[config.mk]
export PLATFORM = sky130hd
export DESIGN_NAME = id_ex_reg
export DESIGN_NICKNAME = d
export VERILOG_FILES = /design/src/rtl/id_ex_reg.sv
export SDC_FILE = /design/constraint.sdc
export NUM_CORES = 1
export LEC_CHECK = 0
export CORE_AREA = 2 2 126 128
export DETAILED_ROUTE_END_ITERATION = 7
export DIE_AREA = 0 0 128 130
export PLACE_DENSITY = 0.76
export SYNTH_ARGS = -nofsm -noshare
export SYNTH_HDL_FRONTEND = slang
export SYNTH_SLANG_ARGS = --single-unit
export TNS_END_PERCENT = 50
[constraint.sdc]
create_clock -name clk -period 0.8 [get_ports clk]
set_input_delay 0.16 -clock clk [delete_from_list [all_inputs] [get_ports clk]]
set_output_delay 0.16 -clock clk [all_outputs]
set_load 0.01 [all_outputs]
[src/rtl/id_ex_reg.sv]
// ID/EX pipeline register with load-use hazard detection and bubble insertion.
// Optional feature macro: LOAD_USE_STALL_EN. When it is undefined, the hazard
// detection and bubble counter are removed and the register only loads or flushes.
module id_ex_reg #(
   parameter int unsigned DATA_W = 32,
   parameter int unsigned REG_W  = 5
) (
   input  logic              clk,
   input  logic              rst_n,
   input  logic              id_reg_write,
   input  logic              id_mem2reg,
   input  logic              id_branch,
   input  logic              id_mem_write,
   input  logic              id_mem_read,
   input  logic              id_alu_src,
   input  logic              id_reg_dest,
   input  logic [1:0]        id_alu_op,
   input  logic [DATA_W-1:0] id_rs_data,
   input  logic [DATA_W-1:0] id_rt_data,
   input  logic [DATA_W-1:0] id_imm,
   input  logic [DATA_W-1:0] id_pc4,
   input  logic [REG_W-1:0]  id_rs,
   input  logic [REG_W-1:0]  id_rt,
   input  logic [REG_W-1:0]  id_rd,
   input  logic              flush,
   output logic              ex_reg_write,
   output logic              ex_mem2reg,
   output logic              ex_branch,
   output logic              ex_mem_write,
   output logic              ex_mem_read,
   output logic              ex_alu_src,
   output logic              ex_reg_dest,
   output logic [1:0]        ex_alu_op,
   output logic [DATA_W-1:0] ex_rs_data,
   output logic [DATA_W-1:0] ex_rt_data,
   output logic [DATA_W-1:0] ex_imm,
   output logic [DATA_W-1:0] ex_pc4,
   output logic [REG_W-1:0]  ex_rs,
   output logic [REG_W-1:0]  ex_rt,
   output logic [REG_W-1:0]  ex_rd,
   output logic              pc_write,
   output logic              if_id_write,
   output logic [15:0]       bubble_count
);

   // Control bundle layout: {reg_write, mem2reg, branch, mem_write, mem_read,
   // alu_src, reg_dest, alu_op[1:0]}
   localparam int unsigned CtrlW = 9;
   localparam int unsigned MemReadBit = 4;

   logic [CtrlW-1:0]  ctrl_d, ctrl_q;
   logic [DATA_W-1:0] rs_data_d, rs_data_q;
   logic [DATA_W-1:0] rt_data_d, rt_data_q;
   logic [DATA_W-1:0] imm_d, imm_q;
   logic [DATA_W-1:0] pc4_d, pc4_q;
   logic [REG_W-1:0]  rs_d, rs_q;
   logic [REG_W-1:0]  rt_d, rt_q;
   logic [REG_W-1:0]  rd_d, rd_q;
   logic              hazard;
   logic              stall;

`ifdef LOAD_USE_STALL_EN
   logic        uses_rt;
   logic [15:0] bubble_count_d, bubble_count_q;

   // Load in EX whose destination register is read by the instruction in ID
   always_comb begin
      uses_rt = ~id_alu_src | id_mem_write;
      hazard  = ctrl_q[MemReadBit] & (rt_q != '0)
              & ((rt_q == id_rs) | ((rt_q == id_rt) & uses_rt));
   end

   // Saturating bubble counter; flushes never count
   always_comb begin
      bubble_count_d = bubble_count_q;
      if (stall && (bubble_count_q != 16'hFFFF)) begin
         bubble_count_d = bubble_count_q + 16'd1;
      end
   end

   // Bubble counter state
   always_ff @(posedge clk or negedge rst_n) begin
      if (!rst_n) begin
         bubble_count_q <= '0;
      end else begin
         bubble_count_q <= bubble_count_d;
      end
   end

   assign bubble_count = bubble_count_q;
`else
   // Software schedules load delay slots; no interlock
   always_comb begin
      hazard = 1'b0;
   end

   assign bubble_count = '0;
`endif

   // Stall request and pipeline enables; a flush overrides the stall
   always_comb begin
      stall       = hazard & ~flush;
      pc_write    = ~stall;
      if_id_write = ~stall;
   end

   // Next entry: squash control on flush or bubble, scrub reg_dest when not writing
   always_comb begin
      ctrl_d = {id_reg_write, id_mem2reg, id_branch, id_mem_write, id_mem_read,
                id_alu_src, id_reg_dest & id_reg_write, id_alu_op};
      if (flush || stall) begin
         ctrl_d = '0;
      end
      rs_data_d = id_rs_data;
      rt_data_d = id_rt_data;
      imm_d     = id_imm;
      pc4_d     = id_pc4;
      rs_d      = id_rs;
      rt_d      = id_rt;
      rd_d      = id_rd;
   end

   // Pipeline register state
   always_ff @(posedge clk or negedge rst_n) begin
      if (!rst_n) begin
         ctrl_q    <= '0;
         rs_data_q <= '0;
         rt_data_q <= '0;
         imm_q     <= '0;
         pc4_q     <= '0;
         rs_q      <= '0;
         rt_q      <= '0;
         rd_q      <= '0;
      end else begin
         ctrl_q    <= ctrl_d;
         rs_data_q <= rs_data_d;
         rt_data_q <= rt_data_d;
         imm_q     <= imm_d;
         pc4_q     <= pc4_d;
         rs_q      <= rs_d;
         rt_q      <= rt_d;
         rd_q      <= rd_d;
      end
   end

   assign {ex_reg_write, ex_mem2reg, ex_branch, ex_mem_write, ex_mem_read,
           ex_alu_src, ex_reg_dest, ex_alu_op} = ctrl_q;
   assign ex_rs_data = rs_data_q;
   assign ex_rt_data = rt_data_q;
   assign ex_imm     = imm_q;
   assign ex_pc4     = pc4_q;
   assign ex_rs      = rs_q;
   assign ex_rt      = rt_q;
   assign ex_rd      = rd_q;

endmodule
# Yosys cells after proc, flatten, opt, wreduce, memory -nomap -nowiden
# Cells that the tools add are included.
[totals] word_cells=10 output_inout_bits=170 ff_bits=152 input_bits=155
[classes] bitwise_logic=1 muxes=1
[op_table] operator="$mux W9" count=1
[op_table] operator="$and A1 B1 Y1" count=1

# Longest topological paths before layout
[depth] word_depth=2 depth_mapped=1 depth_no_buf=1

# Least setup slack after synthesis
# Ideal clock, no wire load.
[synth_timing] path_type="reg2out" from="register ctrl_q[0]" to="output port ex_alu_op[0]" required_ps=640 path_buffers=0 t_arrival_ps=376 setup_slack_ps=264 stages_incl_launch_ff=1 cell_sequence="dfrtp_1"
[synth_lines] item="from (decl)" line="51" source="logic [CtrlW-1:0] ctrl_d, ctrl_q;"
[synth_lines] item="from (signal assigned)" line="135" source="ctrl_q <= ctrl_d;"
[synth_lines] item="to (decl)" line="33" source="output logic [1:0] ex_alu_op,"
# No word-level cell between the ends.

# Final worst setup path
[layout_timing] from="register rd_q[3], in the netlist ex_rd[3]" to="output port ex_rd[3]"
[layout_lines] item="from (decl)" line="58" source="logic [REG_W-1:0] rd_d, rd_q;"
[layout_lines] item="from (signal assigned)" line="142" source="rd_q <= rd_d;"
[layout_lines] item="to (decl)" line="40" source="output logic [REG_W-1:0] ex_rd,"
# No word-level cell between the ends.

==> results.yml <==
place:
  pre_cts_ws_ps: -335
  hpwl_mm: 9.63
  gp_congestion: 0.704
  place_area_mm2: 0.00734
  place.port_buffers: 306
floorplanning:
  die_area_mm2: 0.0166
  fp.dieH_um: 130
  coreArea_mm2: 0.0154
  fp.dieW_um: 128
  io_pins: 325
  initial_core_util: 0.261
  row_count: 46
power:
  p_total_w: 0.0176
  leakage_nw: 3.53
  irDropWorstVdd_mv: 1.35
  powerDensity_mw_per_mm2: 2350
global_routing:
  grt_pass1_wl_mm: 17.0
  antenna_found_initial: 1
  grt_max_degree: 41
  track_usage: 0.141
  grt_overflow_total: 0
  first_global_vias: 3018
critical_path:
  path_delay_family: "flip-flops"
  crit_slowest_cell: "dfrtp_1"
  path_buf_inv: 1
  crit_required_ps: 640
  cp_cell_sequence: "buf_2"
  cp_slowest_stage_delay_ps: 380
  end_kind: "output pin"
  crit_path_start_kind: "flop"
  criticalPathCategory: "reg -> out"
  crit_arrival_ps: 930
  critPathMaxFanout: 1
yosys:
  synthCells: 181
  synth.distinct_cells: 5
  synth_seq_cells: 152
  ys_warn_count: 0
  seq_area_frac_synth: 0.945
  syn_avg_cell_area_um2: 22.2
  synthesis.area_mm2: 0.00403
drt:
  via_per_inst: 3.79
  dr.pass1.iters: 4
  drtAntennaViolNets: 0
  wl_per_cell_um: 16.7
  drt_iter0_drc: 50
  totalWireLength_mm: 12.0
  drc: 0
  vias: 2726
cts:
  htree_num_levels: 4
  clockBufferDepth: 2
  cts-buffers-inserted: 17
  tritoncts: "built"
  clk_pin_slew_ps: 60
  root_buffer: "clkbuf_16"
  cts_setup_buffers: 0
  cts_sinks: 152
job:
  cap_violations: 0
cells_and_area:
  drive_gt1_frac: 0.382
  nets: 668
  final_common_cell: "clkdlybuf4s50_1"
  final_cell_area_mm2: 0.00750
  final_core_util: 0.486
  most-common-layout-cells: "clkdlybuf4s50_1 (153), dfrtp_1 (152), buf_2 (97)"
  area_delta_synth_final_pct: 86.4
sta:
  fin_ws_ps: -293
  hold_violations: 0
  fin_crit_sh: 1.37
  min_period_ps: 1090
  finalSetupViolCount: 152
  rsz0062_at_grt: "true"
  maxSlewViolCount: 0
  fmax_ghz: 0.915
hold_path:
  hold_path_class: "in -> async"
outcome:
  violations: "negative setup slack"
  status: "complete, but fails checks"
[synthesized netlist by cell type (all sizes together)]
cell | n | share of area
dfrtp | 152 | 0.94
buf | 18 | 0.034
and2b | 8 | 0.017
conb | 2 | 0.0019
and3b | 1 | 0.0025
[worst max path at each step]
stage               slack (ps)             endpoint  depth (start not counted)                 from
floorplan                  260         ex_alu_op[0]                          0  ctrl_q[0]$_DFF_PN0_
finish                    -290             ex_rd[3]                          1   ex_rd[3]$_DFF_PN0_
CTS                       -330             ex_rd[3]                          1   ex_rd[3]$_DFF_PN0_
global route              -350            ex_pc4[5]                          1  ex_pc4[5]$_DFF_PN0_
detailed placement        -340  ctrl_q[7]$_DFF_PN0_                          2                flush
global placement          -270  ctrl_q[1]$_DFF_PN0_                          2                flush
[layout make-up]
type,instances,area (um2)
Multi-Input combinational cell,27,148
Clock inverter,14,138
Fill cell,1395,7920
Clock buffer,18,429
Antenna cell,1,2.50
Timing Repair Buffer,315,2740
Sequential cell,152,3800
Tap cell,192,240
[state kept, by name, summed over array words and instances, names as in the netlist]
register / count
ex_imm: 32
ex_pc4: 32
ex_rs_data: 32
ex_rt_data: 32
ctrl_q: 9
ex_rd: 5
ex_rs: 5
ex_rt: 5
[stage by stage]
step / hold slack (ps) / TNS (ps) / std cells
final: 177 / -40520 / 719
after global routing: 150 / -47520 / 718
after CTS: 159 / -44500 / 718
after detailed placement: 45.1 / -34300 / 685
after global placement: 45.6 / -33080 / 685
after floorplan: -136 / 0 / 197
[routing by layer]
| layer | GRT usage | wire (um) |
|---|---|---|
| met5 | 0 | 0 |
| met4 | 0.0549 | 229 |
| met3 | 0.0750 | 1300 |
| met2 | 0.238 | 6170 |
| met1 | 0.150 | 4300 |
[power by group]
group	total [W]	switching, W	internal, W
clock network	0.00761	0.00325	0.00436
logic	0.00183	0.000692	0.00113
registers	0.00821	0.000134	0.00807
[cell families (layout without fill, tap and decap cells)]
group	after synthesis	after routing	share of synthesized area
flip-flops	152	152	0.945
buffers and inverters	18	347	0.0336
AND/OR/NAND/NOR	9	9	0.0199
other	2	19	0.00187
[what timing repair did]
action / in CTS / in global routing
gates resized for setup: 646 / 22
endpoints found under the hold margin: 152 / 0
setup endpoints to repair: 152 / 152
hold buffers: 1 / 0
Power figures use the tool's default switching activity.
